## config.mk

```make
export PLATFORM = sky130hd
export DESIGN_NAME = symcount_level_sequencer
export DESIGN_NICKNAME = d
export VERILOG_FILES = /design/src/rtl/symcount_pkg.sv /design/src/rtl/symcount_sec_timer.sv /design/src/rtl/symcount_level_sequencer.sv
export SDC_FILE = /design/constraint.sdc
export NUM_CORES = 1
export LEC_CHECK = 0
export CORE_ASPECT_RATIO = 1.4
export CORE_MARGIN = 3
export CORE_UTILIZATION = 51
export DETAILED_ROUTE_END_ITERATION = 12
export PLACE_DENSITY_LB_ADDON = 0.1
export SYNTH_ARGS = -nofsm -noshare
export SYNTH_HDL_FRONTEND = slang
export SYNTH_SLANG_ARGS = --single-unit
```

## constraint.sdc

```tcl
create_clock -name Clk100M -period 2.25 [get_ports Clk100M]
set_input_delay 0.225 -clock Clk100M [delete_from_list [all_inputs] [get_ports Clk100M]]
set_output_delay 0.225 -clock Clk100M [all_outputs]
set_load 0.1 [all_outputs]
```

## src/rtl/symcount_pkg.sv

```systemverilog
// Shared phase encodings, widths and helpers for the symbol-counting game controller.
package symcount_pkg;

    localparam int unsigned CNT_W  = 8;
    localparam int unsigned LVL_W  = 4;
    localparam int unsigned LIFE_W = 2;

    // Phase codes are also decoded by the display mux.
    localparam logic [2:0] PHASE_IDLE    = 3'd0;
    localparam logic [2:0] PHASE_SHOW    = 3'd1;
    localparam logic [2:0] PHASE_COUNT   = 3'd2;
    localparam logic [2:0] PHASE_POST    = 3'd3;
    localparam logic [2:0] PHASE_RESOLVE = 3'd4;
    localparam logic [2:0] PHASE_WIN     = 3'd5;
    localparam logic [2:0] PHASE_OVER    = 3'd6;

    typedef enum logic [2:0] {
        StIdle    = PHASE_IDLE,
        StShow    = PHASE_SHOW,
        StCount   = PHASE_COUNT,
        StPost    = PHASE_POST,
        StResolve = PHASE_RESOLVE,
        StWin     = PHASE_WIN,
        StOver    = PHASE_OVER
    } state_e;

    function automatic logic [CNT_W-1:0] sat_inc(input logic [CNT_W-1:0] val);
        return (val == {CNT_W{1'b1}}) ? val : val + 1'b1;
    endfunction

endpackage

```

## src/rtl/symcount_sec_timer.sv

```systemverilog
// Loadable seconds down-counter stepped by the 1 Hz tick; shared by all timed phases.
module symcount_sec_timer
    import symcount_pkg::*;
(
    input  logic             Clk100M,
    input  logic             Rst,
    input  logic             Clk1Hz,
    input  logic             en,
    input  logic             load,
    input  logic [CNT_W-1:0] loadVal,
    output logic [CNT_W-1:0] secondsLeft,
    output logic             expire
);

    logic [CNT_W-1:0] secs_q, secs_d;

    always_comb begin
        secs_d = secs_q;
        if (load) begin
            secs_d = loadVal;
        end else if (en && Clk1Hz && (secs_q != '0)) begin
            secs_d = secs_q - 1'b1;
        end
    end

    always_ff @(posedge Clk100M) begin
        if (Rst) begin
            secs_q <= '0;
        end else begin
            secs_q <= secs_d;
        end
    end

    assign secondsLeft = secs_q;
    // Combinational so the sequencer can load the next phase on the expiring tick itself.
    assign expire      = en && Clk1Hz && (secs_q == CNT_W'(1));

endmodule

```

## src/rtl/symcount_level_sequencer.sv

```systemverilog
// Level sequencer for the symbol-counting game: SHOW -> COUNT -> POST -> RESOLVE per level.
// Optional POST watchdog enabled by defining POST_TIMEOUT_EN.
module symcount_level_sequencer
    import symcount_pkg::*;
#(
    parameter int unsigned SHOW_SECS         = 10,
    parameter int unsigned COUNT_SECS        = 5,
    parameter int unsigned MAX_LEVEL         = 9,
    parameter int unsigned START_LIVES       = 3,
    parameter int unsigned POST_TIMEOUT_SECS = 8
) (
    input  logic              Clk100M,
    input  logic              Rst,
    input  logic              Clk1Hz,
    input  logic              startBtn,
    input  logic              countBtn,
    input  logic [CNT_W-1:0]  magicSymbolCount,
    input  logic              levelComplete,
    output logic              showSig,
    output logic              countEn,
    output logic              postSig,
    output logic [CNT_W-1:0]  playerCount,
    output logic [LVL_W-1:0]  level,
    output logic [LIFE_W-1:0] lives,
    output logic [CNT_W-1:0]  secondsLeft,
    output logic [2:0]        phase,
    output logic              gameOver,
    output logic              gameWon
);

`ifdef POST_TIMEOUT_EN
    localparam bit TimeoutEn = 1'b1;
`else
    localparam bit TimeoutEn = 1'b0;
`endif

    localparam logic [CNT_W-1:0]  ShowLoad  = CNT_W'(SHOW_SECS);
    localparam logic [CNT_W-1:0]  CountLoad = CNT_W'(COUNT_SECS);
    localparam logic [CNT_W-1:0]  PostLoad  = TimeoutEn ? CNT_W'(POST_TIMEOUT_SECS) : '0;
    localparam logic [LVL_W-1:0]  LastLevel = LVL_W'(MAX_LEVEL);
    localparam logic [LIFE_W-1:0] InitLives = LIFE_W'(START_LIVES);

    state_e              state_q, state_d;
    logic [LVL_W-1:0]    level_q, level_d;
    logic [LIFE_W-1:0]   lives_q, lives_d;
    logic [CNT_W-1:0]    count_q, count_d;
    logic [CNT_W-1:0]    magic_q, magic_d;
    logic                show_q, show_d;
    logic                post_q, post_d;
    logic                timeout_q, timeout_d;

    logic                tmr_en, tmr_load, tmr_expire;
    logic [CNT_W-1:0]    tmr_val;

    assign tmr_en = (state_q == StShow) || (state_q == StCount) || (state_q == StPost);

    symcount_sec_timer u_timer (
        .Clk100M     (Clk100M),
        .Rst         (Rst),
        .Clk1Hz      (Clk1Hz),
        .en          (tmr_en),
        .load        (tmr_load),
        .loadVal     (tmr_val),
        .secondsLeft (secondsLeft),
        .expire      (tmr_expire)
    );

    always_comb begin
        state_d   = state_q;
        level_d   = level_q;
        lives_d   = lives_q;
        count_d   = count_q;
        magic_d   = magic_q;
        timeout_d = timeout_q;
        show_d    = 1'b0;
        post_d    = 1'b0;
        tmr_load  = 1'b0;
        tmr_val   = '0;

        unique case (state_q)
            StIdle, StWin, StOver: begin
                if (state_q == StIdle) begin
                    level_d = LVL_W'(1);
                    lives_d = InitLives;
                    count_d = '0;
                end
                if (startBtn) begin
                    level_d  = LVL_W'(1);
                    lives_d  = InitLives;
                    count_d  = '0;
                    state_d  = StShow;
                    show_d   = 1'b1;
                    tmr_load = 1'b1;
                    tmr_val  = ShowLoad;
                end
            end
            StShow: begin
                if (tmr_expire) begin
                    state_d  = StCount;
                    tmr_load = 1'b1;
                    tmr_val  = CountLoad;
                end
            end
            StCount: begin
                if (countBtn) begin
                    count_d = sat_inc(count_q);
                end
                if (tmr_expire) begin
                    state_d  = StPost;
                    post_d   = 1'b1;
                    magic_d  = magicSymbolCount;
                    tmr_load = 1'b1;
                    tmr_val  = PostLoad;
                end
            end
            StPost: begin
                // PostPeriod cannot finish in its own start cycle.
                if (levelComplete && !post_q) begin
                    state_d   = StResolve;
                    timeout_d = 1'b0;
                end else if (TimeoutEn && tmr_expire) begin
                    state_d   = StResolve;
                    timeout_d = 1'b1;
                end
            end
            StResolve: begin
                if ((count_q == magic_q) && !timeout_q) begin
                    if (level_q == LastLevel) begin
                        state_d = StWin;
                    end else begin
                        level_d  = level_q + 1'b1;
                        count_d  = '0;
                        state_d  = StShow;
                        show_d   = 1'b1;
                        tmr_load = 1'b1;
                        tmr_val  = ShowLoad;
                    end
                end else if (lives_q == LIFE_W'(1)) begin
                    lives_d = '0;
                    state_d = StOver;
                end else begin
                    lives_d  = lives_q - 1'b1;
                    count_d  = '0;
                    state_d  = StShow;
                    show_d   = 1'b1;
                    tmr_load = 1'b1;
                    tmr_val  = ShowLoad;
                end
            end
            default: state_d = StIdle;
        endcase
    end

    always_ff @(posedge Clk100M) begin
        if (Rst) begin
            state_q   <= StIdle;
            level_q   <= LVL_W'(1);
            lives_q   <= InitLives;
            count_q   <= '0;
            magic_q   <= '0;
            show_q    <= 1'b0;
            post_q    <= 1'b0;
            timeout_q <= 1'b0;
        end else begin
            state_q   <= state_d;
            level_q   <= level_d;
            lives_q   <= lives_d;
            count_q   <= count_d;
            magic_q   <= magic_d;
            show_q    <= show_d;
            post_q    <= post_d;
            timeout_q <= timeout_d;
        end
    end

    assign showSig     = show_q;
    assign postSig     = post_q;
    assign countEn     = (state_q == StCount);
    assign playerCount = count_q;
    assign level       = level_q;
    assign lives       = lives_q;
    assign phase       = state_q;
    assign gameOver    = (state_q == StOver);
    assign gameWon     = (state_q == StWin);

endmodule

```

Word level (Yosys, flattened, before mapping)
Cells that the tools add are included.

storage, ports and cells
  register bits after elaboration = 35
  latch bits = 0
  RAM bits = 0
  memory bits (read-only) = 0
  input port bits = 14
  output and inout bits = 30
  logic and storage cells = 97
  memories = 0

cells by class
  add/subtract/negate cells = 4
  $mul = 0
  div/mod/pow operators = 0
  $lt $le $gt $ge = 0
  eq/ne operators = 23
  shift-type cells = 0
  mux-type cells = 41
  bitwise gates (word level) = 1
  reductions and logical operators = 20

operator list
  kind                                                                      count
  8-bit two-way mux                                                         10
  8-bit one-hot mux with 3 select lines                                     2
  4-bit two-way mux                                                         7
  3-bit two-way mux                                                         8
  3-bit one-hot mux with 5 select lines                                     1
  2-bit inequality test (second input constant)                             7
  3-bit equality test (second input constant)                               3
  3-bit inequality test (second input constant)                             3
  8-bit by 1-bit adder with 8-bit output (second input constant)            1
  8-bit by 1-bit equality test with 1-bit output (second input constant)    1
  8-bit equality test                                                       1
  8-bit equality test (second input constant)                               1
  2-bit two-way mux                                                         4
  4-bit one-hot mux with 2 select lines                                     1
  4-bit AND reduction                                                       2
  8-bit nonzero test                                                        1
  8-bit by 1-bit subtractor with 8-bit output (second input constant)       1
  3-bit by 2-bit equality test with 1-bit output (second input constant)    2
  6-bit AND reduction                                                       1
  1-bit two-way mux                                                         5
  4-bit by 1-bit adder with 4-bit output (second input constant)            1
  4-bit equality test (second input constant)                               1
  1-bit logical AND                                                         4
  2-bit by 1-bit inequality test with 1-bit output (second input constant)  2
  16 further kinds                                                          19

Logic depth before layout (Yosys ltp)
Gate-level depths: netlist of run 1.

  depth in word-level cells = 8
  mapped depth = 8
  gate-level depth less buffers = 7

Cells and area by module
A second synthesis of run 1 with hierarchy kept.

second synthesis, totals
  cell total of the unflattened synthesis = 267
  area total of the unflattened synthesis = 2060.7 µm²

modules (own cells, without submodules)
  module                    instances  cells an instance  area each (µm²)  sequential area each (µm²)
  symcount_level_sequencer  1          205                1556.5           540.5
  symcount_sec_timer        1          62                 504.2            160.2

Worst setup path after synthesis of run 1
No wires, ideal clock.

  path type = reg2reg
  start point = register state_q[1] (netlist: phase[1])
  end point = register count_q[6] (netlist: playerCount[6])
  library setup time = 0.072 ns
  arrival time = 3.110 ns
  required time = 2.178 ns
  setup slack = -0.931 ns
  stages on the path, launching flop included = 8
  buffers on the path = 2
  period minus slack after synthesis = 3.181 ns
  cell sequence = dfxtp_1 -> buf_2 -> nand2b_1 -> or2_2 -> inv_1 -> buf_1 -> a211oi_1 -> a21oi_1

on the way
  elaborated cells between the ends (all ways) = 14
  those cells by class = eq/ne (9); mux (1); reduce/logical (4)

RTL lines
  element                                                                       line                             text
  from (decl)                                                                   symcount_level_sequencer.sv:43   state_e state_q, state_d;
  from (signal assigned)                                                        symcount_level_sequencer.sv:156  state_q <= StIdle;
  from (signal assigned)                                                        symcount_level_sequencer.sv:165  state_q <= state_d;
  3-bit by 2-bit equality test with 1-bit output (*)                            --
  named net countEn                                                             symcount_level_sequencer.sv:20   output logic countEn,
  2-bit inequality test (no source line) or 3-bit nonzero test (tied branches)  --
  6-bit AND reduction (no source line)                                          --
  to (signal assigned)                                                          symcount_level_sequencer.sv:168  count_q <= count_d;
  to (decl)                                                                     symcount_level_sequencer.sv:46   logic [CNT_W-1:0] count_q, count_d;

The timed path passes the listed nets; every way through them passes the cells marked *.
A chain may end at the register's enable or synchronous reset.

Worst setup path after layout of run 1
  start point = register u_timer.secs_q[0] (netlist: u_timer.secondsLeft[0])
  end point = register u_timer.secs_q[1] (netlist: u_timer.secondsLeft[1])

on the way
  word-level cells in the longest chain between the ends = 5
  elaborated cells between the ends (all ways) = 10
  those cells by class = add/sub (1); eq/ne (1); mux (4); reduce/logical (4)

ends and longest elaborated chain
  element                                                                              line                      text
  from (decl)                                                                          symcount_sec_timer.sv:15  logic [CNT_W-1:0] secs_q, secs_d;
  from (signal assigned)                                                               symcount_sec_timer.sv:30  secs_q <= secs_d;
  branches (longest 5 deep; another with 8-bit by 1-bit subtractor with 8-bit output)  --

Parallel ways; which one is timed is not known. The select of a mux whose other input is x is not followed.

==> impl_metrics.csv, run 1 <==
group,metric,value,unit
global_route,grt_use_total,24.8,%
cells_and_area,nets,336,
critical_path,r2r_slack,0.22,ns
detailed_routing,wl_met2,3.04,mm
cts,cts_hold_buf,0,
pwr,leakage,1.01,nW
place,pre_cts_slack,0.205,ns
detailed_routing,m1WireLength,2.21,mm
status,outcome,"finished clean",
sta,period_needed,2.03,ns
sta,setup_viol,0,
die,core-area,3990,sq um
detailed_routing,ant_nets,0,
critical_path,crit_type,"flop to flop",
die,die_area,5050,sq um
synth,yosys.area.top_type,"dfxtp_1",
detailed_routing,wl_per_cell,15.5,um
synth,synth_area,2160,sq um
sta,rsz0062_at_grt,"no",
place,gp_congestion,0.858,
pwr,report.power.total,2.64,mW
sta,slew_headroom,51.6,%
die,start_util,54.1,%
place,dp_hpwl,4.25,mm
critical_path,critPathRequiredTime,2.48,ns
cts,clock_latency,0.29,ns
cells_and_area,fillers,378,
critical_path,reg2reg_to,"u_timer.secondsLeft[1]",
global_route,grt_max_degree,23,
detailed_routing,drc,0,
pwr,ir_worst_vdd,0.514,mV
sta,worst_slew_pin_slew,0.725,ns
cts,cts_root_buf,"clkbuf_8",
synth,ys_seq_area_share,32.5,%
detailed_routing,top_layer,"met4",
synth,yosys_most_used_dff,"dfxtp_1",
critical_path,cp-endpoint,"u_timer.secondsLeft[1]",
critical_path,reg2regPathDepth,7,
place,place_area,2630,sq um
sta,hold_violations,0,
cts,cts_tree,"done",
global_route,grt_antenna_before_repair,0,
sta,maxSlewViolCount,0,
critical_path,startpoint_type,"flop",
critical_path,cp_max_fo,10,
detailed_routing,via_count,2156,
place,portBuffers,43,
cts,cts_max_path_buffers,2,
sta,finalCritPeriodShare,90.4,%
critical_path,rr_startpoint,"u_timer.secondsLeft[0]",
critical_path,end_kind,"flop",
cells_and_area,drive_gt1_share,23.4,%
cts,cts.sinks,35,
synth,synth_area_leaders,"dfxtp_1, a21oi_1, nand3_1, ha_1, nand2_1",
synth,synth_nets,287,
cells_and_area,antennaDiodeCount,0,
detailed_routing,first_iter_violations,98,
cts,htree_levels,2,
global_route,grt_pass1_vias,2079,
sta,max_freq,492,MHz
synth,ys_warn_count,0,
detailed_routing,wl_met3,238,um
synth,yosysUniqueCellTypes,58,
cts,cts_setup_buffers,0,
detailed_routing,vias_per_cell,6.01,
cells_and_area,finalInstanceArea,2720,sq um
synth,async_reset_ff_share,0,%
hold_path,holdPathStages,2,
critical_path,crit_arrival,2.26,ns
critical_path,crit_path_start,"u_timer.secondsLeft[0]",
run,drv_cap,0,
synth,syn_inst,266,
cts,cts_inserted_buffers,5,
global_route,grt_remaining_overflow,0,
global_route,grt_pass1_wl,9.82,mm
die,fp.dieH,82.9,um
detailed_routing,routed_wl,5.58,mm
hold_path,hp-class,"flop to flop",
detailed_routing,dr.pass1.iters,4,
pwr,power_density,974,nW/um^2
cts,clk_pin_slew,0.08,ns
die,rows,27,
die,dieWidth,61.0,um
synth,synth_top_area_share,32.5,%
synth,ys_ff_latch,35,
sta,skew,0.00710,ns
synth,syn_area_per_cell,8.10,sq um
cells_and_area,area_growth,25.9,%
synth,synth_edf_count,0,
die,io_pins,44,
cts,post_cts_resized,0,
sta,setup_slack,0.216,ns
worst max-delay path: stages, from the launching register on:
cell,delay [ns]
dfxtp_2,0.39
inv_1,0.08
ha_1,0.20
nor3b_1,0.14
a211oi_2,0.65
nor2_1,0.08
a211oi_1,0.28
o31a_1,0.16
layout make-up:
cell class | count | area (sq um) | area share, %
inverters | 11 | 41.3 | 1.52
multi-input cells | 209 | 1370 | 50.6
flip-flops and latches | 35 | 716 | 26.4
clock inverters | 3 | 18.8 | 0.691
well taps | 43 | 53.8 | 1.98
clock buffers | 5 | 68.8 | 2.53
repair buffers | 53 | 443 | 16.3
cell usage in the layout, fill, tap and decap left out, types with 5 or more instances in the layout:
cell and instances:
a211oi_1 5, a21oi_1 24, a311oi_1 5, buf_4 39, clkbuf_8 5, clkdlybuf4s50_1 13
dfxtp_1 25, dfxtp_2 9, ha_1 7, inv_1 11, nand2_1 21, nand3_1 19
nor2_1 19, nor3_1 7, o21ai_0 10, or2_2 5, xnor2_1 9, xor2_1 5
per-layer routing:
| metal | track usage, % | up-vias |
|---|---|---|
| li1 | - | 1088 |
| met1 | 29.3 | 995 |
| met2 | 43.5 | 66 |
| met3 | 4.51 | 7 |
| met4 | 7.50 | 0 |
| met5 | 0 | - |
stage by stage:
step                setup TNS (ns)  utilization, %  cells  hold slack (ns)
floorplan                 -0.00616               -    266            0.372
global placement                 0            65.9    351            0.457
detailed placement               0            65.9    351            0.460
CTS                              0            68.1    359            0.469
global route                     0            68.1    359            0.492
finish                           0            68.1    359            0.469
cell families (layout without fill, tap and decap cells):
logic type | count (synthesis) | count (layout) | share of synthesized area [%]
muxes | 1 | 1 | 0.464
DFF | 35 | 35 | 32.5
and+or+nand+nor | 108 | 108 | 27.6
xor gates and xnor gates | 14 | 14 | 5.69
adders and majority gates | 7 | 7 | 4.06
AOI/OAI and AO/OA | 79 | 79 | 25.6
buffers and inverters | 22 | 72 | 4.06
flip-flops by register name, indices dropped and copies added, names as in the netlist:
register,count
magic_q,8
postSig,1
level,4
playerCount,8
u_timer.secondsLeft,8
lives,2
phase,3
showSig,1
synthesized netlist by cell type (all sizes together) (3+ instances only):
master and number:
nand3 19, a31oi 4, and3 3, or2 5, a311oi 5, a211oi 6
xor2 5, nand2 22, nor2b 4, o31a 4, nor3 9, clkbuf 6
nor2 20, inv 11, o21ai 11, o211ai 3, o31ai 3, nand3b 3
a21oi 24, xnor2 9, dfxtp 35, buf 5, nor4 3, nand2b 4
nand4 4, ha 7
report_power, final:
group / internal (mW) / switching, mW
clock network: 0.216 / 0.238
registers: 0.692 / 0.138
logic: 0.420 / 0.941
total: 1.33 / 1.32
worst min path at each step:
stage / startpoint / endpoint / slack, ns
after CTS: magic_q[7] / magic_q[7] / 0.47
after floorplan: magicSymbolCount[0] / magic_q[0] / 0.37
final: magic_q[7] / magic_q[7] / 0.47
after global routing: magic_q[7] / magic_q[7] / 0.49
after detailed placement: magic_q[7] / magic_q[7] / 0.46
after global placement: magic_q[7] / magic_q[7] / 0.46
Note: power is estimated with default switching activity, not from simulation.
==> run 2: changes to the inputs <==
Settings changed: RECOVER_POWER set to 100, SLEW_MARGIN set to 15.
==> run 2 against run 1 <==
Die area is the same. Flip-flop and latch count unchanged. Register-to-register slack lost 0.05 ns. Critical endpoint unchanged. Largest cell class unchanged.
==> impl_metrics.csv, run 2 (synthesized netlist as in run 1, its figures left out) <==
group,metric,value,unit
status,outcome,"finished clean",
critical_path,crit_path_start,"u_timer.secondsLeft[3]",
sta,finalCritPeriodShare,92.8,%
critical_path,end_kind,"flop",
cells_and_area,drive_gt1_share,14.2,%
sta,skew,0.00839,ns
critical_path,reg2regPathDepth,5,
sta,worst_slew_pin_slew,1.18,ns
cts,cts_setup_buffers,0,
critical_path,path_depth,5,
critical_path,cp_max_fo,7,
place,dp_hpwl,4.25,mm
global_route,grt_max_degree,23,
cells_and_area,antennaDiodeCount,0,
sta,hold_violations,0,
hold_path,min_from,"magic_q[7]",
place,gp_congestion,0.858,
detailed_routing,via_count,2151,
pwr,report.power.total,2.58,mW
run,drv_cap,0,
die,fp.dieH,82.9,um
hold_path,hp-class,"flop to flop",
cells_and_area,final_common_cell,"dfxtp_1",
cells_and_area,area_growth,20.7,%
sta,setup_viol,0,
sta,rsz0062_at_grt,"no",
cells_and_area,nets,336,
cts,clk_pin_slew,0.08,ns
detailed_routing,ant_nets,0,
cts,cts_hold_buf,0,
cts,post_cts_resized,0,
detailed_routing,drc,0,
critical_path,critPathMaxStageDelay,0.70,ns
cells_and_area,fillers,407,
cts,cts_tree,"done",
critical_path,crit_type,"flop to flop",
cells_and_area,final_util,65.3,%
critical_path,cp.buffers_inverters,0,
global_route,grt_antenna_before_repair,0,
die,die_area,5050,sq um
cells_and_area,final_cell_mix,"dfxtp_1, clkbuf_1, a21oi_1",
detailed_routing,routed_wl,5.62,mm
detailed_routing,vias_per_cell,5.99,
die,core-area,3990,sq um
detailed_routing,first_iter_violations,88,
die,io_pins,44,
cts,cts_inserted_buffers,5,
critical_path,crit_family,"simple AND/OR/NAND/NOR gates",
cts,clock_latency,0.29,ns
global_route,grt_use_total,24.8,%
critical_path,startpoint_type,"flop",
global_route,grt_pass1_vias,2079,
cts,cts_max_path_buffers,2,
hold_path,holdPathStages,2,
critical_path,crit_arrival,2.27,ns
critical_path,rr_startpoint,"u_timer.secondsLeft[3]",
cts,htree_levels,2,
die,rows,27,
pwr,power_density,991,nW/um^2
cts,cts.sinks,35,
sta,maxSlewViolCount,0,
die,dieWidth,61.0,um
sta,max_freq,479,MHz
critical_path,critical_path.cell_chain,"or4_1, nor4b_4, or2_2, a211oi_1, o31a_1",
sta,period_needed,2.09,ns
cts,cts_root_buf,"clkbuf_8",
sta,slew_headroom,21.6,%
critical_path,critPathRequiredTime,2.43,ns
detailed_routing,wl_per_cell,15.7,um
detailed_routing,dr.pass1.iters,4,
global_route,grt_pass1_wl,9.82,mm
pwr,leakage,0.899,nW
critical_path,critical_path.slowest_cell,"or4_1",
place,portBuffers,43,
pwr,ir_worst_vdd,0.509,mV
die,start_util,54.1,%
global_route,grt_remaining_overflow,0,
==> run 2: per-layer routing <==
| metal | vias up | global-route usage [%] | wire length [um] |
|---|---|---|---|
| li1 | 1094 | - | - |
| met1 | 985 | 29.3 | 2260 |
| met2 | 65 | 43.5 | 3030 |
| met3 | 7 | 4.51 | 241 |
| met4 | 0 | 7.50 | 92 |
| met5 | - | 0 | 0 |
==> run 2: through the flow <==
stage | setup TNS, ns | instance area (sq um) | cells | hold slack, ns | setup slack [ns]
after floorplan | -0.00616 | 2180 | 266 | 0.372 | -0.00616
after global placement | 0 | 2630 | 351 | 0.457 | 0.239
after detailed placement | 0 | 2630 | 351 | 0.460 | 0.205
after CTS | 0 | 2720 | 359 | 0.469 | 0.240
after global routing | 0 | 2600 | 359 | 0.492 | 0.0491
final | 0 | 2600 | 359 | 0.469 | 0.162
==> run 2: final timing paths <==
check / end / slack [ns]
max: u_timer.secondsLeft[1] / 0.16
min: magic_q[7] / 0.47
max reg2reg: u_timer.secondsLeft[1] / 0.16
min reg2reg: magic_q[7] / 0.47
==> run 2: final cells by class <==
class / count / area (sq um) / share of cell area (%)
clock buffer: 5 / 68.8 / 2.65
clock inverter: 3 / 18.8 / 0.722
inverter: 11 / 41.3 / 1.59
multi-input combinational: 209 / 1370 / 52.7
sequential: 35 / 713 / 27.4
tap: 43 / 53.8 / 2.07
timing repair buffer: 53 / 335 / 12.9
==> run 2: worst reg2reg max path, delay by kind of cell (launching register included) <==
family           cells  cell delay [ns]
flip-flops           1             0.36
AO/OA/AOI/OAI        2             0.33
AND/OR/NAND/NOR      3             1.29
==> run 2: report_power, final <==
group	switching, mW	total (mW)	internal, mW
sequential	0.136	0.826	0.690
combinational	0.941	1.30	0.358
clock	0.236	0.452	0.216
